**config.mk**
```make
export PLATFORM = sky130hd
export DESIGN_NAME = snake_head_tracker
export DESIGN_NICKNAME = d
export VERILOG_FILES = /design/src/rtl/snake_head_tracker.sv
export SDC_FILE = /design/constraint.sdc
export NUM_CORES = 1
export LEC_CHECK = 0
export ABC_CLOCK_PERIOD_IN_PS = 3850
export CELL_PAD_IN_SITES_DETAIL_PLACEMENT = 0
export CELL_PAD_IN_SITES_GLOBAL_PLACEMENT = 1
export CORE_MARGIN = 5
export CORE_UTILIZATION = 30
export DETAILED_ROUTE_END_ITERATION = 10
export GPL_ROUTABILITY_DRIVEN = 0
export PLACE_DENSITY_LB_ADDON = 0.1
export SETUP_SLACK_MARGIN = 0.05
export SYNTH_ARGS = -nofsm -noshare
export SYNTH_HDL_FRONTEND = slang
export SYNTH_SLANG_ARGS = --single-unit
```
**constraint.sdc**
```tcl
create_clock -name clk -period 3.85 [get_ports clk]
set_input_delay 0.77 -clock clk [delete_from_list [all_inputs] [get_ports clk]]
set_output_delay 0.77 -clock clk [all_outputs]
set_load 0.02 [all_outputs]
```
**src/rtl/snake_head_tracker.sv**
```systemverilog
// Snake head position tracker: latches direction from l/r/u/d, advances one cell per step, flags or wraps at walls (WRAP_EN).
// Latency: head/dir/state update on the step or button edge; moved pulses in the following cycle.
// Backpressure: none; step and buttons are sampled every cycle and ignored outside RUN/IDLE as applicable.
module snake_head_tracker #(
    parameter int GRID_W  = 8,
    parameter int GRID_H  = 8,
    parameter int XW      = 3,
    parameter int YW      = 3,
    parameter int START_X = 3,
    parameter int START_Y = 3
) (
    input  logic          clk,
    input  logic          reset,
    input  logic          step,
    input  logic          l,
    input  logic          r,
    input  logic          u,
    input  logic          d,
    input  logic          load,
    input  logic [XW-1:0] load_x,
    input  logic [YW-1:0] load_y,
    output logic [XW-1:0] head_x,
    output logic [YW-1:0] head_y,
    output logic [1:0]    dir,
    output logic [1:0]    state,
    output logic          moved,
    output logic          edge_collision
);

    typedef enum logic [1:0] {
        ST_IDLE = 2'b00,
        ST_RUN  = 2'b01,
        ST_DEAD = 2'b10
    } state_t;

    localparam logic [1:0] DIR_R = 2'b00;
    localparam logic [1:0] DIR_L = 2'b01;
    localparam logic [1:0] DIR_U = 2'b10;
    localparam logic [1:0] DIR_D = 2'b11;

    localparam logic [XW:0]   GRID_W_C = (XW+1)'(GRID_W);
    localparam logic [YW:0]   GRID_H_C = (YW+1)'(GRID_H);
    localparam logic [XW:0]   X_ONE    = (XW+1)'(1);
    localparam logic [YW:0]   Y_ONE    = (YW+1)'(1);
    localparam logic [XW-1:0] MAX_X    = XW'(GRID_W - 1);
    localparam logic [YW-1:0] MAX_Y    = YW'(GRID_H - 1);

    state_t        state_q, state_d;
    logic [1:0]    dir_q, dir_d;
    logic [XW-1:0] head_x_q, head_x_d;
    logic [YW-1:0] head_y_q, head_y_d;
    logic          moved_q, moved_d;

    logic          req_vld;
    logic [1:0]    req_dir;
    logic [1:0]    opp_dir;
    logic [1:0]    run_dir;
    logic [XW:0]   x_ext, x_step;
    logic [YW:0]   y_ext, y_step;
    logic          x_oob, y_oob;

    // Button decode with fixed priority l > r > u > d
    always_comb begin
        req_vld = l | r | u | d;
        req_dir = DIR_D;
        if (l)
            req_dir = DIR_L;
        else if (r)
            req_dir = DIR_R;
        else if (u)
            req_dir = DIR_U;
    end

    // Opposite directions differ only in bit 0 with this encoding
    assign opp_dir = {dir_q[1], ~dir_q[0]};
    assign run_dir = (req_vld && (req_dir != opp_dir)) ? req_dir : dir_q;

    // One extra bit so that 0-1 shows up as a large value caught by the range test
    always_comb begin
        x_ext  = {1'b0, head_x_q};
        y_ext  = {1'b0, head_y_q};
        x_step = x_ext;
        y_step = y_ext;
        case (run_dir)
            DIR_R:   x_step = x_ext + X_ONE;
            DIR_L:   x_step = x_ext - X_ONE;
            DIR_U:   y_step = y_ext + Y_ONE;
            default: y_step = y_ext - Y_ONE;
        endcase
        x_oob = x_step[XW] | (x_step >= GRID_W_C);
        y_oob = y_step[YW] | (y_step >= GRID_H_C);
    end

`ifdef WRAP_EN
    always_comb begin
        state_d  = state_q;
        dir_d    = dir_q;
        head_x_d = head_x_q;
        head_y_d = head_y_q;
        moved_d  = 1'b0;
        if (load) begin
            head_x_d = ({1'b0, load_x} >= GRID_W_C) ? MAX_X : load_x;
            head_y_d = ({1'b0, load_y} >= GRID_H_C) ? MAX_Y : load_y;
            state_d  = ST_IDLE;
        end else begin
            case (state_q)
                ST_IDLE: begin
                    if (req_vld) begin
                        dir_d   = req_dir;
                        state_d = ST_RUN;
                    end
                end
                ST_RUN: begin
                    dir_d = run_dir;
                    if (step) begin
                        moved_d = 1'b1;
                        if (x_oob)
                            head_x_d = (run_dir == DIR_R) ? '0 : MAX_X;
                        else
                            head_x_d = x_step[XW-1:0];
                        if (y_oob)
                            head_y_d = (run_dir == DIR_U) ? '0 : MAX_Y;
                        else
                            head_y_d = y_step[YW-1:0];
                    end
                end
                default: ;
            endcase
        end
    end

    assign edge_collision = 1'b0;
`else
    logic edge_q, edge_d;

    always_comb begin
        state_d  = state_q;
        dir_d    = dir_q;
        head_x_d = head_x_q;
        head_y_d = head_y_q;
        moved_d  = 1'b0;
        edge_d   = edge_q;
        if (load) begin
            head_x_d = ({1'b0, load_x} >= GRID_W_C) ? MAX_X : load_x;
            head_y_d = ({1'b0, load_y} >= GRID_H_C) ? MAX_Y : load_y;
            state_d  = ST_IDLE;
            edge_d   = 1'b0;
        end else begin
            case (state_q)
                ST_IDLE: begin
                    if (req_vld) begin
                        dir_d   = req_dir;
                        state_d = ST_RUN;
                    end
                end
                ST_RUN: begin
                    dir_d = run_dir;
                    if (step) begin
                        if (x_oob || y_oob) begin
                            // Head stays on its last legal cell
                            edge_d  = 1'b1;
                            state_d = ST_DEAD;
                        end else begin
                            head_x_d = x_step[XW-1:0];
                            head_y_d = y_step[YW-1:0];
                            moved_d  = 1'b1;
                        end
                    end
                end
                default: ;
            endcase
        end
    end

    always_ff @(posedge clk) begin
        if (reset)
            edge_q <= 1'b0;
        else
            edge_q <= edge_d;
    end

    assign edge_collision = edge_q;
`endif

    always_ff @(posedge clk) begin
        if (reset) begin
            state_q  <= ST_IDLE;
            dir_q    <= DIR_R;
            head_x_q <= XW'(START_X);
            head_y_q <= YW'(START_Y);
            moved_q  <= 1'b0;
        end else begin
            state_q  <= state_d;
            dir_q    <= dir_d;
            head_x_q <= head_x_d;
            head_y_q <= head_y_d;
            moved_q  <= moved_d;
        end
    end

    assign head_x = head_x_q;
    assign head_y = head_y_q;
    assign dir    = dir_q;
    assign state  = state_q;
    assign moved  = moved_q;

endmodule

```
==> results.md <==
- Sequential Area: 240 µm²
- # rows: 20
- Dpl hpwl: 2010 µm
- Ys async rst share: 0
- Slew @ Worst Pin: 0.647 ns
- Routed Antenna Nets: 0
- Post-layout min period: ~3.3 ns
- CP Launch Type: input port
- Pint: 244 µW
- Post-CTS Setup Repair Bufs: 0
- Inserted Diodes: 0
- Core Area: 3080 µm²
- Critical-path top delay cell: clkdlybuf4s50_1
- #FFs+latches synth: 12
- Sw frac: 0.338
- Worst r2r path cells: 10
- Sw Pwr: 125 µW
- Vias in the first global route: 937
- Part of the Yosys area used for sequential elements: 0.247
- Slew Viols, Final: 0
- Crit Path Category: in2reg
- GRT Total Usage: 0.133
- Final nets: 168
- 1st-iter DRT viols: 64
- CTS Buf Count: 3
- Port buffer count: 25
- Hold Violations, Final: 0
- Commonest non-fill, non-tap cell in the layout: clkdlybuf4s50_1
- Worst r2r src: dir[1]
- Simple-Gate Fraction of Synth Area: 0.277
- Dominant synthesized flop cell: dfxtp_1
- Hold EP: edge_collision
- Max-cap violation count: 0
- Hold Slack: 0.478 ns
- Status: finished, final reports clean
- Post-Synth XOR/XNOR Area: 0.0180
- RSZ-0062 raised after global routing: no
- Placed inst area: 1260 µm²
- Hold Crit Depth: 2
- Largest family of logic cells by synthesized area: compound AO/OA/AOI/OAI gates
- First-pass GRT wire length: between 4000 and 5000 µm
- Fmax achieved: 0.307 GHz
- Cell-by-cell trace of the critical path: clkdlybuf4s50_1, nor3b_2, o221a_2, nor2_1, nand2_1, ha_1, a21o_1, a21oi_1, nand4_2, a2111oi_2, a211oi_1
- CTS tree: done
- Post-synthesis mux area share: 0
- Via count: 1029
- Hold Crit Start: edge_collision
- Worst flop-to-flop path endpoint: head_y[0]
- Post-synth EDFFs: 0
- Chip width: 66.9 µm
- Multi-input logic area: a little under 700 µm²
- Power share of the clock group: 0.289
- Cells after synthesis: 123
- Vias per cell: 5.33
- Critical path's largest stage delay: around 0.6 ns
- Pin count of the biggest net entering global routing: 17
- Clk Tree Root Cell: clkbuf_4
- Layout cells sized above 1: 0.0872
- Final Skew: 0.00546 ns
- Adder-cell share of the synthesized area: 0.0592
- Required time worst endpoint: 4.01 ns
- Max VDD drop: 0.213 mV
- CTS clock-pin slew for the worst setup and hold paths: 0.08 ns
- Worst-Skew Late Latency: 0.28 ns
- Setup slack, reg-to-reg: 1.30 ns
- Starting Density: 0.316
- CP endpoint kind: flip-flop
- Synthesized area: 972 µm²
- Longest Clk Path Bufs: 2
- Compound-Gate Fraction of Synth Area: 0.340
- Syn nets: 141
- Total negative slack: 0 ns
- Min-delay worst type: reg2reg
- Die area: ~4500 µm²
- Slew headroom: 0.567
- Logic pwr share: 0.327
- Final setup fails: 0
- Synth unique cells: 50
- Ys Warns: 0
- CTS sink cnt: 12
- I/O pin count: 26
- Initial antenna violation count: 0
- Syn avg cell area: slightly below 8 µm²
- Area Growth Syn to Fin: 33.5%
- Die H: 66.9 µm
- Level count of the clock H-tree: 1
- Drt pass-1 iters: 4
- Total congestion overflow: 0
- Final Cycle Share: 0.846
- Drt drc: 0
- CP Max Fanout: 8
- Post-cts gate resize count: 0
- Final instance area: between 1000 and 1500 µm²
- Worst Path Arrival: about 3.4 ns
- Wire per inst: 13.7 µm
- Static Leak: 0.000494 µW
- Commonest non-fill, non-tap cells in the layout: clkdlybuf4s50_1 (25), dfxtp_1 (12), nor2_1 (11)
- CTS Hold Buffers Added: 0
- Pwr dens: 284 nW/µm²
- Filler Cell Count: ~310
- Part of the power in registers: 0.384
- Final wirelength: between 2000 and 3000 µm
[power by group through the flow]
stage / logic (µW) / registers (µW) / clock network (µW)
after CTS: 121 / 142 / 111
after floorplan: 67.6 / 151 / 0
final: 121 / 142 / 107
after global placement: 122 / 145 / 0
after global routing: 134 / 143 / 119
after detailed placement: 120 / 145 / 0
[through the flow]
stage                      util  total power (µW)  instances  setup WS [ns]
final                     0.422               369        193          0.595
after global routing      0.422               396        193          0.350
after CTS                 0.422               373        193          0.589
after detailed placement  0.410               265        189          0.277
after global placement    0.410               266        189          0.344
after floorplan               -               219        123           1.01
[synthesized netlist by cell type, types with 2 or more instances]
library cell,n,area [µm²]
dfxtp_1,12,240
nor2_1,11,41.3
a21oi_1,8,40.0
inv_1,8,30.0
nand2_1,8,30.0
o21ai_1,6,30.0
nand3_1,5,25.0
nor3_1,5,25.0
o21ai_0,5,25.0
a21o_1,3,22.5
a311oi_1,3,26.3
and3_1,3,18.8
ha_1,3,37.5
a211oi_1,2,15.0
clkbuf_1,2,7.51
nand2b_1,2,12.5
nand3b_1,2,15.0
nand4_1,2,12.5
o21a_1,2,15.0
[layout make-up]
type                            instances  share of cell area
Clock buffer                            4              0.0280
Inverter                                9              0.0260
Multi-Input combinational cell         98               0.520
Sequential cell                        12               0.185
Tap cell                               44              0.0424
Timing Repair Buffer                   26               0.199
[cell families (layout without fill, tap and decap cells)]
kind of cell | after synthesis | after routing
AO/OA/AOI/OAI | 45 | 45
XOR/XNOR | 2 | 2
adder cells (fa/ha/maj) | 4 | 4
buffers and inverters | 13 | 39
flip-flops | 12 | 12
AND/OR/NAND/NOR | 47 | 47
[worst max-delay path by stage]
stage,start,endpoint,slack [ns]
after floorplan,d,head_y[0],1.01
after global placement,r,head_y[0],0.34
after detailed placement,r,head_y[0],0.28
after CTS,r,head_y[0],0.59
after global routing,r,state[1],0.35
final,r,head_y[0],0.59
[worst max-delay path: cells and delay by family]
| family | cells | cell delay (ns) |
|---|---|---|
| simple gates | 4 | 0.59 |
| fa+ha+maj | 1 | 0.28 |
| buf+inv | 1 | 0.60 |
| compound gates | 5 | 1.18 |
[metal layers]
| metal | global-route usage | wire length, µm |
|---|---|---|
| met2 | 0.199 | 1180 |
| met5 | 0 | 0 |
| met3 | 0.0523 | 195 |
| met4 | 0.0304 | 25 |
| met1 | 0.178 | 1230 |
Note: power is estimated with default switching activity, not from simulation.
